File: config.mk
export PLATFORM = sky130hd
export DESIGN_NAME = alu_uart_sequencer
export DESIGN_NICKNAME = d
export VERILOG_FILES = /design/src/rtl/alu_uart_sequencer.sv
export SDC_FILE = /design/constraint.sdc
export NUM_CORES = 1
export LEC_CHECK = 0
export BUFFER_PORTS_ARGS = -buffer_cell sky130_fd_sc_hd__clkbuf_2
export CORE_MARGIN = 4
export CORE_UTILIZATION = 52
export DETAILED_ROUTE_END_ITERATION = 8
export GPL_TIMING_DRIVEN = 0
export PLACE_DENSITY = 0.83
export SYNTH_ARGS = -nofsm -noshare
export SYNTH_HDL_FRONTEND = slang
export SYNTH_SLANG_ARGS = --single-unit
File: constraint.sdc
create_clock -name clock -period 3.05 [get_ports clock]
set_input_delay 0.61 -clock clock [delete_from_list [all_inputs] [get_ports clock]]
set_output_delay 0.61 -clock clock [all_outputs]
set_load 0.05 [all_outputs]
File: src/rtl/alu_uart_sequencer.sv
// Frame sequencer between a UART byte link and a registered ALU: collects A, B, opcode,
// waits out the ALU latency and hands the result byte to the transmitter.
// Optional opcode screening is enabled by defining ALU_SEQ_OPCHECK_EN.
module alu_uart_sequencer #(
  parameter int unsigned N_BITS = 8,
  parameter int unsigned N_OPS  = 6
) (
  input  logic              clock,
  input  logic              reset_n,
  input  logic [7:0]        rx_data,
  input  logic              rx_valid,
  input  logic              tx_done,
  input  logic [N_BITS-1:0] alu_result,
  output logic [N_BITS-1:0] alu_a,
  output logic [N_BITS-1:0] alu_b,
  output logic [N_OPS-1:0]  alu_op,
  output logic [7:0]        tx_data,
  output logic              tx_start,
  output logic              busy,
  output logic              op_err
);

  typedef enum logic [2:0] {
    StWaitA, StWaitB, StWaitOp, StExec, StSend, StWaitTx
  } state_e;

  state_e            state_q, state_d;
  logic [1:0]        cnt_q, cnt_d;
  logic [N_BITS-1:0] a_q, a_d, b_q, b_d;
  logic [N_OPS-1:0]  op_q, op_d;
  logic [7:0]        tx_data_q, tx_data_d;
  logic              tx_start_q, tx_start_d;
  logic              busy_q, busy_d;
  logic              op_err_q, op_err_d;
  logic              op_ok;

`ifdef ALU_SEQ_OPCHECK_EN
  logic [7:0] op_byte;

  always_comb begin
    op_byte = '0;
    op_byte[N_OPS-1:0] = rx_data[N_OPS-1:0];
    case (op_byte)
      8'h20, 8'h22, 8'h24, 8'h25, 8'h26, 8'h03, 8'h02, 8'h27: op_ok = 1'b1;
      default: op_ok = 1'b0;
    endcase
  end
`else
  assign op_ok = 1'b1;
`endif

  always_comb begin
    state_d    = state_q;
    cnt_d      = cnt_q;
    a_d        = a_q;
    b_d        = b_q;
    op_d       = op_q;
    tx_data_d  = tx_data_q;
    tx_start_d = 1'b0;
    op_err_d   = 1'b0;
    case (state_q)
      StWaitA: begin
        if (rx_valid) begin
          a_d     = rx_data[N_BITS-1:0];
          state_d = StWaitB;
        end
      end
      StWaitB: begin
        if (rx_valid) begin
          b_d     = rx_data[N_BITS-1:0];
          state_d = StWaitOp;
        end
      end
      StWaitOp: begin
        if (rx_valid) begin
          if (op_ok) begin
            op_d    = rx_data[N_OPS-1:0];
            cnt_d   = '0;
            state_d = StExec;
          end else begin
            op_err_d = 1'b1;
            state_d  = StWaitA;
          end
        end
      end
      // First cycle lets the ALU register, second lets its output settle.
      StExec: begin
        if (cnt_q == 2'd1) begin
          state_d = StSend;
        end else begin
          cnt_d = cnt_q + 2'd1;
        end
      end
      StSend: begin
        tx_data_d              = '0;
        tx_data_d[N_BITS-1:0]  = alu_result;
        tx_start_d             = 1'b1;
        state_d                = StWaitTx;
      end
      StWaitTx: begin
        if (tx_done) begin
          state_d = StWaitA;
        end
      end
      default: state_d = StWaitA;
    endcase
    busy_d = (state_d != StWaitA);
  end

  always_ff @(posedge clock or negedge reset_n) begin
    if (!reset_n) begin
      state_q    <= StWaitA;
      cnt_q      <= '0;
      a_q        <= '0;
      b_q        <= '0;
      op_q       <= '0;
      tx_data_q  <= '0;
      tx_start_q <= 1'b0;
      busy_q     <= 1'b0;
      op_err_q   <= 1'b0;
    end else begin
      state_q    <= state_d;
      cnt_q      <= cnt_d;
      a_q        <= a_d;
      b_q        <= b_d;
      op_q       <= op_d;
      tx_data_q  <= tx_data_d;
      tx_start_q <= tx_start_d;
      busy_q     <= busy_d;
      op_err_q   <= op_err_d;
    end
  end

  assign alu_a    = a_q;
  assign alu_b    = b_q;
  assign alu_op   = op_q;
  assign tx_data  = tx_data_q;
  assign tx_start = tx_start_q;
  assign busy     = busy_q;
  assign op_err   = op_err_q;

endmodule

### Word level (Yosys, flattened, before mapping)

Cells that the tools add are included.
Widths: inputs -> output; s select.

* flip-flop bits (word level): 37
* input bits: 20
* output and inout port bits: 33
* logic and storage cells: 34

* add/sub/neg operators: 1
* equal/unequal tests: 8
* multiplexer cells: 10
* reduce and logical (&&, ||, !) cells: 7

Operators with widths (number)
* $pmux 3 s6: 1
* $mux 3: 5
* $eq 3x2->1 const B: 2
* $eq 3x3->1 const B: 2
* $reduce_and 2->1: 3
* $mux 2: 2
* $ne 2x2->1 const B: 2
* $pmux 2 s2: 1
* $eq 3x1->1 const B: 1
* $logic_not 3->1: 1
* $reduce_and 3->1: 1
* $reduce_bool 3->1: 1
* $add 2x1->2 const B: 1
* $eq 2x1->1 const B: 1
* $reduce_bool 2->1: 1
* $mux 1: 1

### Logic depth before layout (Yosys ltp)

* depth after elaboration: 4
* gate-level depth with buffers: 5
* gate-level depth less buffers: 5

### Least setup slack after synthesis

OpenSTA, ideal clock, no wires.

* kind: input to register
* start point: input rx_valid
* end point: register b_q[0], in the netlist alu_b[0]
* library setup time: 0.125 ns
* arrival time: 1.303 ns
* required time: 2.925 ns
* setup slack: 1.622 ns
* cell stages on the path: 3
* buffers on the path: 0
* path through: nand2_1 -> nor3_4 -> mux2_2

* cells in the longest elaborated chain, start to end: 1

RTL lines
* start: declaration: line 11 `input logic rx_valid,`
* $reduce_and 2->1 (no source line)
* end signal: assignment: line 115 `b_q <= '0;`
* end signal: assignment: line 125 `b_q <= b_d;`
* end: declaration: line 29 `logic [N_BITS-1:0] a_q, a_d, b_q, b_d;`

No other way between the ends.
A chain may end at the register's enable or synchronous reset.

### Final worst setup path

* start point: register tx_data_q[2], in the netlist tx_data[2]
* end point: output tx_data[2]

RTL lines
* start: declaration: line 31 `logic [7:0] tx_data_q, tx_data_d;`
* start signal: assignment: line 127 `tx_data_q <= tx_data_d;`
* end: declaration: line 17 `output logic [7:0] tx_data,`

No word-level cell between the ends.

==> impl_results.md <==
* Largest family of logic cells by synthesized area: multiplexers
* Via/cell ratio at 5.197
* Syn Inst Count at 103
* Final WL at 2.820 mm
* Global route overflow at 0
* CP max stage cell: dfrtp_1
* Core box area at 0.002758 mm2
* CP max stage delay at 0.37 ns
* Pin count of the biggest net entering global routing at 38
* PortBufs at 51
* Clk_lat worst skew at 0.34 ns
* Syn Std Cell Area at 0.001514 mm2
* Number of antenna-violating nets in the routed design at 0
* Number of synthesized register bits at 37
* Final setup TNS at 0 ns
* Antenna violations before repair at 0
* Synth Net Count at 124
* Num rows at 19
* Hold-fix buffers, CTS at 0
* CP Class: register to primary output
* CP cell instances: clkbuf_2
* CP max FO at 2
* Synthesized-area fraction occupied by adder cells at 0.8264%
* Synth Area in Compound Gates at 3.884%
* CTS Buf Count at 5
* Initial Utilization at 54.90%
* Final count of pins violating max slew at 0
* Fmax at 0.6217 GHz
* Critical Path RT at 2.44 ns
* Area grow syn2layout at 23.72%
* Worst min-delay path class: input port to async pin
* Ant diodes at 0
* Root buffer cell: clkbuf_4
* Post-CTS sizing at 0
* Vias at 1003
* Fin nets at 182
* Delay-heaviest family, CP: flip-flops
* All-layer global routing usage at 17.03%
* Worst EP arrival at 1.00 ns
* Final setup viols at 0
* Xor/xnor share of the synthesized area at 0%
* Initial drt markers at 19
* Clock sinks at 37
* Clock Path Buffers at 2
* Final worst-path cycle share at 52.74%
* HPWL Detailed at 2.101 mm
* Hold Vio Cnt, Final at 0
* Clk_skew at 0.01148 ns
* Post-CTS Setup Bufs at 0
* Layout cell share with drive strength beyond 1 at 61.73%
* Simple-gate share of the synthesized area at 8.926%
* Vias in the first global route at 975
* Initial DRT Pass Iterations at 4
* Max-Cap Viols at 0
* Global-route wire length before repair at 4.512 mm
* Endpoint class of the critical path: primary output
* Die Footprint at 0.003838 mm2
* CTS tree: done
* Final Critical Period at 1.609 ns
* Synth unique cells at 24
* Die X at 61.96 um
* DRC Markers at 0
* Post-synthesis mux area share at 22.31%
* Number of synthesis warnings at 0
* Slew @ Worst Pin at 0.8911 ns
* Die Y at 61.96 um
* # H-tree levels at 2
* Routed len/inst at 14.61 um
* Reg clk slew, reported paths at 0.11 ns
* Nature of the critical path startpoint: register
* WP buf/inv at 1
* IO Pins at 53
* Slew HR at 40.59%
* GP Congestion at 0.6360
* Register area share after synthesis at 61.16%
* Unrepaired setup endpoints after global routing: no
* Status: completed
* Mapped Avg Cell Area at 14.70 um2
-- Yosys cell counts (all sizes together) --
library cell  number  share of area, %
nand2              6               1.5
or2                2              0.83
nor2               2              0.99
conb               1              0.25
nand2b             3               1.7
a21oi              3              0.99
dfrtp             37                61
a311oi             1              0.58
a22o               2               1.2
nor2b              1              0.41
inv                1              0.25
ha                 1              0.83
nor3b              1              0.50
nand3b             1              0.50
mux2              30                22
o31ai              1              0.50
o21ai              2              0.66
buf                5               2.4
nor3               3               2.5
-- final timing paths --
path                                         from                endpoint  slack, ns  cells past startpoint
min reg2reg                 alu_op[2]$_DFFE_PN0P_   alu_op[2]$_DFFE_PN0P_       0.51                      1
min                                       reset_n  tx_data[3]$_DFFE_PN0N_       0.37                      1
max in group asynchronous                 reset_n  tx_data[7]$_DFFE_PN0N_       2.12                      1
max reg2reg                  state_q[0]$_DFF_PN0_    alu_a[2]$_DFFE_PN0P_       1.51                      4
max                        tx_data[2]$_DFFE_PN0N_              tx_data[2]       1.44                      1
min in group clock                  alu_result[3]  tx_data[3]$_DFFE_PN0N_       0.49                      2
-- sequential cells by signal (all words and copies together) (netlist names) --
| name | flops |
|---|---|
| tx_start | 1 |
| cnt_q | 2 |
| tx_data | 8 |
| state_q | 3 |
| busy | 1 |
| alu_op | 6 |
| alu_a | 8 |
| alu_b | 8 |
-- per-stage QoR --
stage	area (um2)	hold slack, ns	worst slack (ns)	cells	utilization [%]
final	1873	0.3742	1.441	193	67.92
after global routing	1873	0.4310	1.373	193	67.92
after CTS	1873	0.3926	1.416	193	67.92
after detailed placement	1808	0.4960	1.248	185	65.56
after global placement	1808	0.4889	1.298	185	65.56
after floorplan	1514	0.3144	1.622	103	-
-- per-layer routing --
layer | share of wire (%) | GRT usage (%) | up-vias | wire length, um
met5 | 0 | 0 | - | 0
met4 | 2.0 | 6.364 | 0 | 55
met3 | 6.2 | 6.198 | 5 | 176
met2 | 52 | 26.78 | 31 | 1454
met1 | 40 | 21.56 | 489 | 1134
li1 | - | - | 478 | -
-- cell type report --
class                           instances  area (um2)
Fill cell                             198       884.6
Clock buffer                            6       51.30
Sequential cell                        37       925.9
Tap cell                               31       38.79
Timing Repair Buffer                   51       255.2
Inverter                                1       3.754
Clock inverter                          2       13.76
Multi-Input combinational cell         60       548.0
Buffer                                  5       36.28
-- cell usage in the layout, fill, tap and decap left out --
master and n:
ha_1 1, a311oi_1 1, or2_2 2, nor3_1 1, a22o_1 2, conb_1 1, nor3b_1 1, o21ai_0 2
buf_2 2, o31ai_1 1, buf_6 1, clkbuf_4 5, clkinv_4 1, nand3b_1 1, nor3_4 2, a21oi_1 3
buf_4 2, dfrtp_1 37, clkinv_2 1, nand2_1 6, nand2b_1 2, clkbuf_2 51, nor2_4 1, clkbuf_8 1
nor2b_1 1, nand2b_4 1, mux2_2 30, inv_1 1, nor2_1 1
-- cells by family (layout without fill, tap and decap cells) --
kind of cell,count (synthesis),in the layout
other,1,1
AOI/OAI and AO/OA,9,9
adders and majority gates,1,1
muxes,30,30
buffers and inverters,6,65
DFF,37,37
and+or+nand+nor,19,19
Power is not shown: default switching activity piles up to over one toggle a cycle in this logic, so the estimate is an artifact.
